**src/rtl/mips_multicycle_ctrl.sv**
```systemverilog
// mips_multicycle_ctrl
// Main control FSM for the multicycle MIPS datapath. A Moore machine steps
// each instruction through fetch, decode and its execute/memory/write-back
// states. The datapath enables and mux selects come from this unit, and one
// shared memory serves both instruction fetch and data access.
//
// Ports
//   clk           rising-edge clock
//   reset         asynchronous, active-low; forces FETCH immediately
//   op, funct     instr[31:26] / instr[5:0] from the instruction register
//   zero          ALU zero flag, used combinationally in BEQEX only
//   iord..pcsrc   datapath enables and mux selects (registered, Moore)
//   pcen          pcwrite | (branch & zero)
//   alucontrol    ALU operation, decoded from aluop and funct
//   halted        high while in HALT
//   state_o       current state, for debug
//
// state   | meaning
// FETCH   | read instruction at PC, load IR, PC <= PC+4
// DECODE  | read registers, precompute branch target
// MEMADR  | address = A + SignImm (lw/sw)
// MEMRD   | read data memory at ALUOut
// MEMWB   | write loaded data to rt
// MEMWR   | write B to memory at ALUOut
// EXECUTE | R-type ALU operation
// ALUWB   | write ALUOut to rd
// BEQEX   | compare A-B, branch when zero
// ADDIEX  | A + SignImm
// ADDIWB  | write ALUOut to rt
// JEX     | PC <= jump target
// HALT    | illegal opcode trap, left only by reset

module mips_multicycle_ctrl #(
    parameter bit ILLEGAL_HALT = 1'b0,
    parameter int STATE_W      = 4
) (
    input  logic               clk,
    input  logic               reset,
    input  logic [5:0]         op,
    input  logic [5:0]         funct,
    input  logic               zero,
    output logic               iord,
    output logic               memwrite,
    output logic               irwrite,
    output logic               regdst,
    output logic               memtoreg,
    output logic               regwrite,
    output logic               alusrca,
    output logic [1:0]         alusrcb,
    output logic [1:0]         pcsrc,
    output logic               pcen,
    output logic [2:0]         alucontrol,
    output logic               halted,
    output logic [STATE_W-1:0] state_o
);

    typedef enum logic [STATE_W-1:0] {
        S_FETCH   = STATE_W'(0),
        S_DECODE  = STATE_W'(1),
        S_MEMADR  = STATE_W'(2),
        S_MEMRD   = STATE_W'(3),
        S_MEMWB   = STATE_W'(4),
        S_MEMWR   = STATE_W'(5),
        S_EXECUTE = STATE_W'(6),
        S_ALUWB   = STATE_W'(7),
        S_BEQEX   = STATE_W'(8),
        S_ADDIEX  = STATE_W'(9),
        S_ADDIWB  = STATE_W'(10),
        S_JEX     = STATE_W'(11),
        S_HALT    = STATE_W'(12)
    } state_t;

    typedef struct packed {
        logic       iord;
        logic       memwrite;
        logic       irwrite;
        logic       regdst;
        logic       memtoreg;
        logic       regwrite;
        logic       alusrca;
        logic [1:0] alusrcb;
        logic [1:0] pcsrc;
        logic       pcwrite;
        logic       branch;
        logic [1:0] aluop;
        logic       halted;
    } ctrl_t;

    state_t r_state;
    ctrl_t  r_ctrl;
    state_t w_next;

    // Outputs are registered by computing them for the state being entered.
    function automatic ctrl_t ctrl_for(input state_t s);
        ctrl_t c;
        c = '0;
        case (s)
            S_FETCH:   begin c.irwrite = 1'b1; c.pcwrite = 1'b1; c.alusrcb = 2'b01; end
            S_DECODE:  c.alusrcb = 2'b11;
            S_MEMADR,
            S_ADDIEX:  begin c.alusrca = 1'b1; c.alusrcb = 2'b10; end
            S_MEMRD:   c.iord = 1'b1;
            S_MEMWB:   begin c.memtoreg = 1'b1; c.regwrite = 1'b1; end
            S_MEMWR:   begin c.iord = 1'b1; c.memwrite = 1'b1; end
            S_EXECUTE: begin c.alusrca = 1'b1; c.aluop = 2'b10; end
            S_ALUWB:   begin c.regdst = 1'b1; c.regwrite = 1'b1; end
            S_BEQEX:   begin
                c.alusrca = 1'b1;
                c.aluop   = 2'b01;
                c.pcsrc   = 2'b01;
                c.branch  = 1'b1;
            end
            S_ADDIWB:  c.regwrite = 1'b1;
            S_JEX:     begin c.pcsrc = 2'b10; c.pcwrite = 1'b1; end
            S_HALT:    c.halted = 1'b1;
            default:   c = '0;
        endcase
        return c;
    endfunction

    always_comb begin
        w_next = S_FETCH;
        case (r_state)
            S_FETCH:  w_next = S_DECODE;
            S_DECODE: begin
                case (op)
                    6'h23, 6'h2B: w_next = S_MEMADR;
                    6'h00:        w_next = S_EXECUTE;
                    6'h04:        w_next = S_BEQEX;
                    6'h08:        w_next = S_ADDIEX;
                    6'h02:        w_next = S_JEX;
                    default:      w_next = ILLEGAL_HALT ? S_HALT : S_FETCH;
                endcase
            end
            S_MEMADR:  w_next = (op == 6'h23) ? S_MEMRD : S_MEMWR;
            S_MEMRD:   w_next = S_MEMWB;
            S_EXECUTE: w_next = S_ALUWB;
            S_ADDIEX:  w_next = S_ADDIWB;
            S_HALT:    w_next = S_HALT;
            default:   w_next = S_FETCH;   // terminal states and unused encodings
        endcase
    end

    always_ff @(posedge clk or negedge reset) begin
        if (!reset) begin
            r_state <= S_FETCH;
            r_ctrl  <= ctrl_for(S_FETCH);
        end else begin
            r_state <= w_next;
            r_ctrl  <= ctrl_for(w_next);
        end
    end

    always_comb begin
        alucontrol = 3'b010;
        case (r_ctrl.aluop)
            2'b00: alucontrol = 3'b010;
            2'b01: alucontrol = 3'b110;
            default: begin
                case (funct)
                    6'h20:   alucontrol = 3'b010;
                    6'h22:   alucontrol = 3'b110;
                    6'h24:   alucontrol = 3'b000;
                    6'h25:   alucontrol = 3'b001;
                    6'h2A:   alucontrol = 3'b111;
                    default: alucontrol = 3'b010;
                endcase
            end
        endcase
    end

    assign iord     = r_ctrl.iord;
    assign memwrite = r_ctrl.memwrite;
    assign irwrite  = r_ctrl.irwrite;
    assign regdst   = r_ctrl.regdst;
    assign memtoreg = r_ctrl.memtoreg;
    assign regwrite = r_ctrl.regwrite;
    assign alusrca  = r_ctrl.alusrca;
    assign alusrcb  = r_ctrl.alusrcb;
    assign pcsrc    = r_ctrl.pcsrc;
    assign pcen     = r_ctrl.pcwrite | (r_ctrl.branch & zero);
    assign halted   = r_ctrl.halted;
    assign state_o  = r_state;

endmodule
```
**config.mk**
```make
export PLATFORM = sky130hd
export DESIGN_NAME = mips_multicycle_ctrl
export DESIGN_NICKNAME = d
export VERILOG_FILES = /design/src/rtl/mips_multicycle_ctrl.sv
export SDC_FILE = /design/constraint.sdc
export NUM_CORES = 1
export LEC_CHECK = 0
export ABC_CLOCK_PERIOD_IN_PS = 4500
export BUFFER_PORTS_ARGS = -buffer_cell sky130_fd_sc_hd__buf_4
export CAP_MARGIN = 5
export CORE_AREA = 2 2 76 49
export DETAILED_ROUTE_END_ITERATION = 10
export DIE_AREA = 0 0 78 51
export SYNTH_ARGS = -nofsm -noshare
export SYNTH_HDL_FRONTEND = slang
export SYNTH_SLANG_ARGS = --single-unit
```
**constraint.sdc**
```tcl
create_clock -name clk -period 4.5 [get_ports clk]
set_input_delay 0.45 -clock clk [delete_from_list [all_inputs] [get_ports clk]]
set_output_delay 0.45 -clock clk [all_outputs]
set_load 0.005 [all_outputs]
```
==> results.sh, run 1 <==
export IMPL_synth_edf_count=0
export IMPL_timing_fmax_mhz=594
export IMPL_drc=0
export IMPL_clkLatencyLatePin_ns=0.26
export IMPL_synthTopCellsByArea="dfrtp_1 (42%), dfstp_2 (8.3%), nor2_1 (3.6%)"
export IMPL_wl_per_cell_um=12.7
export IMPL_gp_congestion=0.850
export IMPL_hp_class="input port to async pin"
export IMPL_synth_area_leader_cell="dfrtp_1"
export IMPL_fin_worst_skew_ns=0.00784
export IMPL_critPathArrivalTime_ns=1.82
export IMPL_syn_num_nets=106
export IMPL_syn_avg_cell_area_sq_um=10.4
export IMPL_critPathCaptureType="flip-flop"
export IMPL_num_vias=783
export IMPL_grt_pass1_vias=779
export IMPL_setup_viol=0
export IMPL_overflow=0
export IMPL_routed_top_layer="met3"
export IMPL_cts_setup_buffers=0
export IMPL_vias_per_cell=4.61
export IMPL_finalHoldViolCount=0
export IMPL_power_per_cell_area_nw_per_um2=430
export IMPL_cts_buffers=3
export IMPL_cts_resized=0
export IMPL_maxSlewHeadroom=0.732
export IMPL_ant_nets=0
export IMPL_path_class="flip-flop to flip-flop"
export IMPL_area_delta_synth_final_pct=33.8
export IMPL_synth_flop_cell="dfrtp_1"
export IMPL_final_cells=170
export IMPL_min_period_ns=1.68
export IMPL_cp_start_kind="flip-flop"
export IMPL_drt_met1_wl_mm=1.07
export IMPL_maxCapViolCount=0
export IMPL_ir_worst_vdd_mv=0.201
export IMPL_die_w_um=78
export IMPL_root_buffer="clkbuf_8"
export IMPL_synthCells=91
export IMPL_cts_buffer_depth=2
export IMPL_reg2reg_depth=5
export IMPL_die_area_sq_um=3980
export IMPL_hpwl_mm=1.74
export IMPL_worstPathMaxFanout=11
export IMPL_required_ns=4.64
export IMPL_max_slew_worst_pin_slew_ns=0.402
export IMPL_syn_area_sq_um=948
export IMPL_async_reset_ff_frac=1.00
export IMPL_fin_nets=139
export IMPL_antenna_found_initial=0
export IMPL_status="finished, final reports clean"
export IMPL_yosys_top_cells_count="dfrtp_1 (16), nor2_1 (9), nand3_1 (6)"
export IMPL_core_area_sq_um=3400
export IMPL_n_antenna_cell=0
export IMPL_cts_sinks=19
export IMPL_yosys_warnings=0
export IMPL_hold_buffers=0
export IMPL_post_route_cells_drive_above_1_share=0.415
export IMPL_drtIter0Drc=45
export IMPL_port_buffers=34
export IMPL_finalSetupTns_ns=0
export IMPL_synth_yosys_seq_area_share=0.505
export IMPL_ys_types=32
export IMPL_grt_pass1_wl_mm=3.74
export IMPL_die_height_um=51
export IMPL_leakagePower_uw=0.000632
export IMPL_ys_ff_latch=19
export IMPL_rsz0062_at_grt="no"
export IMPL_cts_tree="yes"
export IMPL_post_route_period_util=0.374
export IMPL_start_util=0.279
export IMPL_slew_viol_final=0
export IMPL_synth_most_common_cell="dfrtp_1"
export IMPL_ios=35
export IMPL_track_usage=0.121
export IMPL_wl_met2_um=933
export IMPL_reg2reg_slack_ns=2.82
export IMPL_dr_pass1_iters=4
export IMPL_synth_top_area_frac=0.422
export IMPL_num_rows=17
export IMPL_dp_cells=166
export IMPL_grt_max_degree=20
export IMPL_clk_pin_slew_worst_paths_ns=0.07
export IMPL_routed_wirelength_mm=2.15
export IMPL_htreeDepth=1
export IMPL_route_met3_wl_um=149
metal layers:
metal	up-vias	global-route usage
met5	-	0
met4	0	0.0175
met3	0	0.0459
met2	28	0.184
met1	371	0.167
li1	384	-
flip-flops by register name, indices dropped and copies added (netlist names):
register	cells
iord	1
irwrite	1
pcsrc	2
memwrite	1
halted	1
alusrca	1
memtoreg	1
state_o	4
regdst	1
alusrcb	2
r_ctrl	3
regwrite	1
placed cells by master (no fill, tap or decap), drive strengths merged, types with 3 or more instances in the layout:
master and instances:
and3 4, buf 34, clkbuf 3, clkinv 3
dfrtp 16, dfstp 3, inv 5, nand2 5
nand2b 3, nand3 7, nand3b 4, nor2 9
nor3 3, nor3b 3, o211ai 3
worst max-delay path, cell delays in order (launching register included):
cell	delay [ns]
dfrtp_1	0.53
nor4b_2	0.34
nand3_1	0.25
nor2_1	0.21
nand3b_1	0.16
o211ai_2	0.08
stage by stage:
step	util	hold WS [ns]	setup slack (ns)	power (uW)	cell area (sq um)
5_1_grt	0.373	0.0615	2.67	587	1270
6_report	0.373	0.0481	2.82	545	1270
2_1_floorplan	-	0.154	3.00	356	948
3_3_place_gp	0.359	0.332	2.74	429	1220
3_5_place_dp	0.359	0.336	2.71	432	1220
4_1_cts	0.373	0.0546	2.80	553	1270
final timing paths:
kind	start	endpoint
max	state_o[3]$_DFF_PN0_	alusrcb[1]$_DFF_PN0_
min	reset	state_o[1]$_DFF_PN0_
max reg2reg	state_o[3]$_DFF_PN0_	alusrcb[1]$_DFF_PN0_
min reg2reg	state_o[1]$_DFF_PN0_	regwrite$_DFF_PN0_
max in group asynchronous	reset	alusrcb[0]$_DFF_PN1_
min in group clk	op[2]	r_ctrl[2]$_DFF_PN0_
where the power goes:
group / leakage, uW / total, uW / internal [uW] / switching [uW]
Clock: 0.0000255 / 117 / 61.5 / 55.8
Combinational: 0.000357 / 185 / 99.8 / 85.5
Sequential: 0.000250 / 243 / 212 / 30.6
Total: 0.000632 / 545 / 373 / 172
cells by family after synthesis:
family                    synth area share
buffers and inverters               0.0726
and+or+nand+nor                      0.264
AOI/OAI and AO/OA                    0.140
DFF                                  0.505
xor gates and xnor gates            0.0185
layout make-up:
class                      count  area (sq um)
multi-input combinational     59           400
clock buffer                   3          41.3
fill                         358          2130
sequential                    19           479
clock inverter                 1          5.00
tap                           47          58.8
inverter                       7          28.8
timing repair buffer          34           255
No activity file was read; power rests on OpenSTA's default activity.
==> run 2, diff against run 1 <==
Settings changed: ABC_CLOCK_PERIOD_IN_PS 4500 to 1500.
Clock period 4.5 ns to 1.5 ns, I/O delays scaled along.
==> run 2 against run 1 <==
Effect of this change: the flow now finishes with violations (negative setup slack); worst setup slack worse by 2.9 ns; core utilization up 4.7 points; die area unchanged; sequential share of layout area down 3.9 points; register-to-register slack worse by 2.9 ns; cell area up 13%; total power rose to 3.3 times the previous value; combinational power rose to 3.8 times the previous value; sequential power rose to 3.0 times the previous value; flip-flop and latch count unchanged; final cell count up 10%; largest cell class unchanged; highest routed layer is now met4.
==> results.sh, run 2 (synthesized netlist as in run 1, its figures left out) <==
export IMPL_core_area_sq_um=3400
export IMPL_critPathCaptureType="flip-flop"
export IMPL_crit_chain="nor4b_4 -> nand4_1 -> o211a_1 -> inv_2 -> buf_4 -> o211ai_2"
export IMPL_routed_wirelength_mm=2.38
export IMPL_n_antenna_cell=0
export IMPL_port_buffers=34
export IMPL_path_class="flip-flop to flip-flop"
export IMPL_cts_buffer_depth=2
export IMPL_gp_congestion=0.798
export IMPL_dr_pass1_iters=4
export IMPL_grt_pass1_wl_mm=3.62
export IMPL_critPathArrivalTime_ns=1.71
export IMPL_fin_hold_ws_ns=0.275
export IMPL_finalPower_uw=1790
export IMPL_finalHoldViolCount=0
export IMPL_die_area_sq_um=3980
export IMPL_status="finished, violations left"
export IMPL_leakagePower_uw=0.000720
export IMPL_maxCapViolCount=0
export IMPL_worst_slack_ns=-0.0671
export IMPL_multi_input_area_sq_um=427
export IMPL_slew_viol_final=0
export IMPL_start_util=0.279
export IMPL_violations="negative setup slack"
export IMPL_area_delta_synth_final_pct=50.7
export IMPL_clkLatencyLatePin_ns=0.25
export IMPL_required_ns=1.64
export IMPL_fin_worst_skew_ns=0.00429
export IMPL_cp_start_kind="flip-flop"
export IMPL_timing_fmax_mhz=638
export IMPL_htreeDepth=1
export IMPL_ir_worst_vdd_mv=0.468
export IMPL_setup_viol=5
export IMPL_final_common_cell="buf_4"
export IMPL_cts_sinks=19
export IMPL_n_fill_cell=341
export IMPL_max_slew_worst_pin_slew_ns=0.420
export IMPL_postLayoutCellArea_sq_um=1430
export IMPL_cp_slowest_cell="dfrtp_2"
export IMPL_drtIter0Drc=30
export IMPL_power_per_cell_area_nw_per_um2=1250
export IMPL_dpl_instance_area_sq_um=1320
export IMPL_hpwl_mm=1.81
export IMPL_grt_pass1_vias=766
export IMPL_min_period_ns=1.57
export IMPL_rsz0062_at_grt="yes"
export IMPL_overflow=0
export IMPL_clk_pin_slew_worst_paths_ns=0.07
export IMPL_die_height_um=51
export IMPL_ant_nets=0
export IMPL_worstPathMaxFanout=8
export IMPL_largest_reg_flops=4
export IMPL_maxSlewHeadroom=0.718
export IMPL_hp_class="input port to flip-flop"
export IMPL_num_vias=859
export IMPL_antenna_found_initial=0
export IMPL_drc=0
export IMPL_register_area_sq_um=484
export IMPL_post_route_cells_drive_above_1_share=0.536
export IMPL_wl_per_cell_um=12.7
export IMPL_root_buffer="clkbuf_8"
export IMPL_grt_max_degree=20
export IMPL_num_rows=17
export IMPL_fin_util=0.420
export IMPL_vias_per_cell=4.59
export IMPL_die_w_um=78
export IMPL_ios=35
export IMPL_post_route_period_util=1.04
export IMPL_cts_tree="yes"
export IMPL_final_cell_mix="buf_4 (50), dfrtp_1 (12), nor2_1 (8), nand3_1 (5), nand2_1 (5)"
export IMPL_cpPeakStageDelay_ns=0.47
export IMPL_fin_nets=156
export IMPL_cts_buffers=3
export IMPL_track_usage=0.119
run 2: path summary, 6_finish.rpt:
path	cells past startpoint	end	startpoint	slack, ns
min reg2reg	2	regwrite$_DFF_PN0_	state_o[1]$_DFF_PN0_	0.64
max in group asynchronous	2	alusrcb[0]$_DFF_PN1_	reset	0.95
max reg2reg	6	alusrca$_DFF_PN0_	state_o[1]$_DFF_PN0_	-0.07
max	6	alusrca$_DFF_PN0_	state_o[1]$_DFF_PN0_	-0.07
min in group asynchronous	2	state_o[1]$_DFF_PN0_	reset	0.29
min	3	state_o[2]$_DFF_PN0_	op[2]	0.28
run 2: per-stage QoR:
step	setup TNS, ns	setup slack (ns)	instances
final	-0.217	-0.0671	187
after floorplan	0	0.00322	91
after global placement	-0.0298	-0.0205	179
after detailed placement	-0.228	-0.0718	179
after global routing	-0.743	-0.148	187
after CTS	0	0.0126	184
run 2: final cells by class:
type	count	area share
Clock buffer	4	0.0315
Inverter	7	0.0201
Multi-Input combinational cell	59	0.299
Sequential cell	19	0.339
Tap cell	47	0.0412
Timing Repair Buffer	51	0.270
run 2: where the power goes:
group	total, uW	switching (uW)	internal, uW
Clock	349	160	189
Sequential	734	91.0	643
Combinational	711	301	410
run 2: layer usage:
layer | track usage | vias up | share of wire
li1 | - | 414 | -
met1 | 0.168 | 406 | 0.47
met4 | 0.0380 | 0 | 0.011
met5 | 0 | - | 0
met3 | 0.0406 | 6 | 0.068
met2 | 0.171 | 33 | 0.45
run 2: timing repair:
item / in CTS / in global routing
endpoints found under the setup margin: 6 / 7
pin swaps: 2 / 3
endpoints found under the hold margin: 16 / 0
buffers inserted: 0 / 3
gates resized for setup: 5 / 6
hold buffers: 1 / 0
run 2: worst max-delay path: cells and delay by family, from the launching register on:
family / cells / cell delay [ns]
AND/OR/NAND/NOR: 2 / 0.48
flip-flops: 1 / 0.47
AO/OA/AOI/OAI: 2 / 0.28
buffers and inverters: 2 / 0.22
==> run 3, diff against run 2 <==
Settings changed: ABC_CLOCK_PERIOD_IN_PS 1500 to 1700.
Clock period 1.5 ns to 1.7 ns, I/O delays scaled along.
==> run 3 against run 2 <==
Effect of this change: fmax is 2.4% lower; final cell count shrank 7.5%; combinational power down 25%; worst setup slack better by 0.16 ns; flip-flop and latch count did not move; register-to-register slack gained 0.16 ns; count of clock-buffer cells in the layout is 1 lower; cell area is 8.2% lower; highest routed layer unchanged; hold slack worse by 0.13 ns; the flow now finishes without violations; clock skew rose by 0.0027 ns; die area unchanged.
==> results.sh, run 3 (synthesized netlist as in run 1, its figures left out) <==
export IMPL_critPathCaptureType="flip-flop"
export IMPL_slew_viol_final=0
export IMPL_final_cell_mix="buf_4 (36), dfrtp_1 (13), nor2_1 (9), nand3_1 (6)"
export IMPL_drc=0
export IMPL_final_common_cell="buf_4"
export IMPL_grt_pass1_vias=760
export IMPL_max_slew_worst_pin_slew_ns=0.442
export IMPL_gp_congestion=0.892
export IMPL_path_class="flip-flop to flip-flop"
export IMPL_grt_pass1_wl_mm=3.71
export IMPL_ir_worst_vdd_mv=0.483
export IMPL_grt_max_degree=20
export IMPL_dpl_worst_slack_ns=0.0476
export IMPL_fin_worst_skew_ns=0.00695
export IMPL_post_route_cells_drive_above_1_share=0.452
export IMPL_reg2reg_depth=6
export IMPL_dp_cells=167
export IMPL_critPathArrivalTime_ns=1.79
export IMPL_worstPathMaxFanout=8
export IMPL_die_w_um=78
export IMPL_setup_viol=0
export IMPL_vias_per_cell=4.66
export IMPL_cts_tree="yes"
export IMPL_finalPower_uw=1490
export IMPL_hp_class="input port to flip-flop"
export IMPL_num_rows=17
export IMPL_maxSlewHeadroom=0.703
export IMPL_dr_pass1_iters=4
export IMPL_largest_reg_flops=4
export IMPL_die_height_um=51
export IMPL_cp_start_kind="flip-flop"
export IMPL_port_buffers=34
export IMPL_n_fill_cell=357
export IMPL_drtIter0Drc=34
export IMPL_root_buffer="clkbuf_8"
export IMPL_maxCapViolCount=0
export IMPL_register_area_sq_um=483
export IMPL_min_period_ns=1.61
export IMPL_clkLatencyLatePin_ns=0.25
export IMPL_timing_fmax_mhz=623
export IMPL_finalHoldViolCount=0
export IMPL_hpwl_mm=1.75
export IMPL_power_per_cell_area_nw_per_um2=1140
export IMPL_ios=35
export IMPL_post_route_period_util=0.945
export IMPL_required_ns=1.88
export IMPL_fin_hold_ws_ns=0.149
export IMPL_cts_sinks=19
export IMPL_multi_input_area_sq_um=414
export IMPL_wl_per_cell_um=12.9
export IMPL_cts_buffers=3
export IMPL_htreeDepth=1
export IMPL_core_area_sq_um=3400
export IMPL_worst_slack_ns=0.0943
export IMPL_antenna_found_initial=0
export IMPL_area_delta_synth_final_pct=38.3
export IMPL_ant_nets=0
export IMPL_leakagePower_uw=0.000652
export IMPL_fin_nets=142
export IMPL_n_antenna_cell=0
export IMPL_start_util=0.279
export IMPL_finalSetupTns_ns=0
export IMPL_status="finished, final reports clean"
export IMPL_track_usage=0.117
export IMPL_cts_buffer_depth=2
export IMPL_final_cells=173
export IMPL_die_area_sq_um=3980
export IMPL_num_vias=807
export IMPL_min_delay_path_depth=2
export IMPL_rsz0062_at_grt="no"
export IMPL_overflow=0
export IMPL_clk_pin_slew_worst_paths_ns=0.08
export IMPL_routed_wirelength_mm=2.23
## run 3: repair_timing
item,CTS,global route
setup endpoints to repair,0,5
buffers inserted,0,1
hold buffers,1,0
gates resized for setup,0,5
hold endpoints to repair,16,0
## run 3: routing by layer
metal | part of all wire | GRT usage | wire [um]
met1 | 0.52 | 0.174 | 1150
met4 | 0.0027 | 0.0175 | 6
met5 | 0 | 0 | 0
met3 | 0.046 | 0.0318 | 102
met2 | 0.44 | 0.171 | 975
## run 3: final cells by class
class	instances	area share
tap	47	0.0448
clock buffer	3	0.0315
inverter	7	0.0219
sequential	19	0.368
timing repair buffer	37	0.214
multi-input combinational	59	0.316
clock inverter	1	0.00382
## run 3: worst paths after layout
check	from	endpoint	slack, ns
max	state_o[1]$_DFF_PN0_	alusrca$_DFF_PN0_	0.09
min	op[2]	r_ctrl[2]$_DFF_PN0_	0.15
max reg2reg	state_o[1]$_DFF_PN0_	alusrca$_DFF_PN0_	0.09
min reg2reg	state_o[3]$_DFF_PN0_	iord$_DFF_PN0_	0.65
max in group asynchronous	reset	irwrite$_DFF_PN1_	1.13
min in group asynchronous	reset	state_o[1]$_DFF_PN0_	0.30
## run 3: power breakdown
part | switching (uW) | internal [uW] | total [uW] | leakage, uW
combinational | 242 | 291 | 533 | 0.000381
clock | 146 | 163 | 309 | 0.0000255
sequential | 85.8 | 566 | 652 | 0.000245
## run 3: worst max-delay path: stages, from the launching register on
cell and delay (ns):
dfrtp_2 0.48, nor4b_4 0.33, nand4_1 0.12, o211a_1 0.20
inv_1 0.15, nand3_1 0.15, o211ai_2 0.10
## run 3: per-stage QoR
| step | instance area [sq um] | utilization |
|---|---|---|
| 6_report | 1310 | 0.385 |
| 5_1_grt | 1310 | 0.385 |
| 4_1_cts | 1290 | 0.378 |
| 3_5_place_dp | 1230 | 0.361 |
| 3_3_place_gp | 1230 | 0.361 |
| 2_1_floorplan | 948 | - |
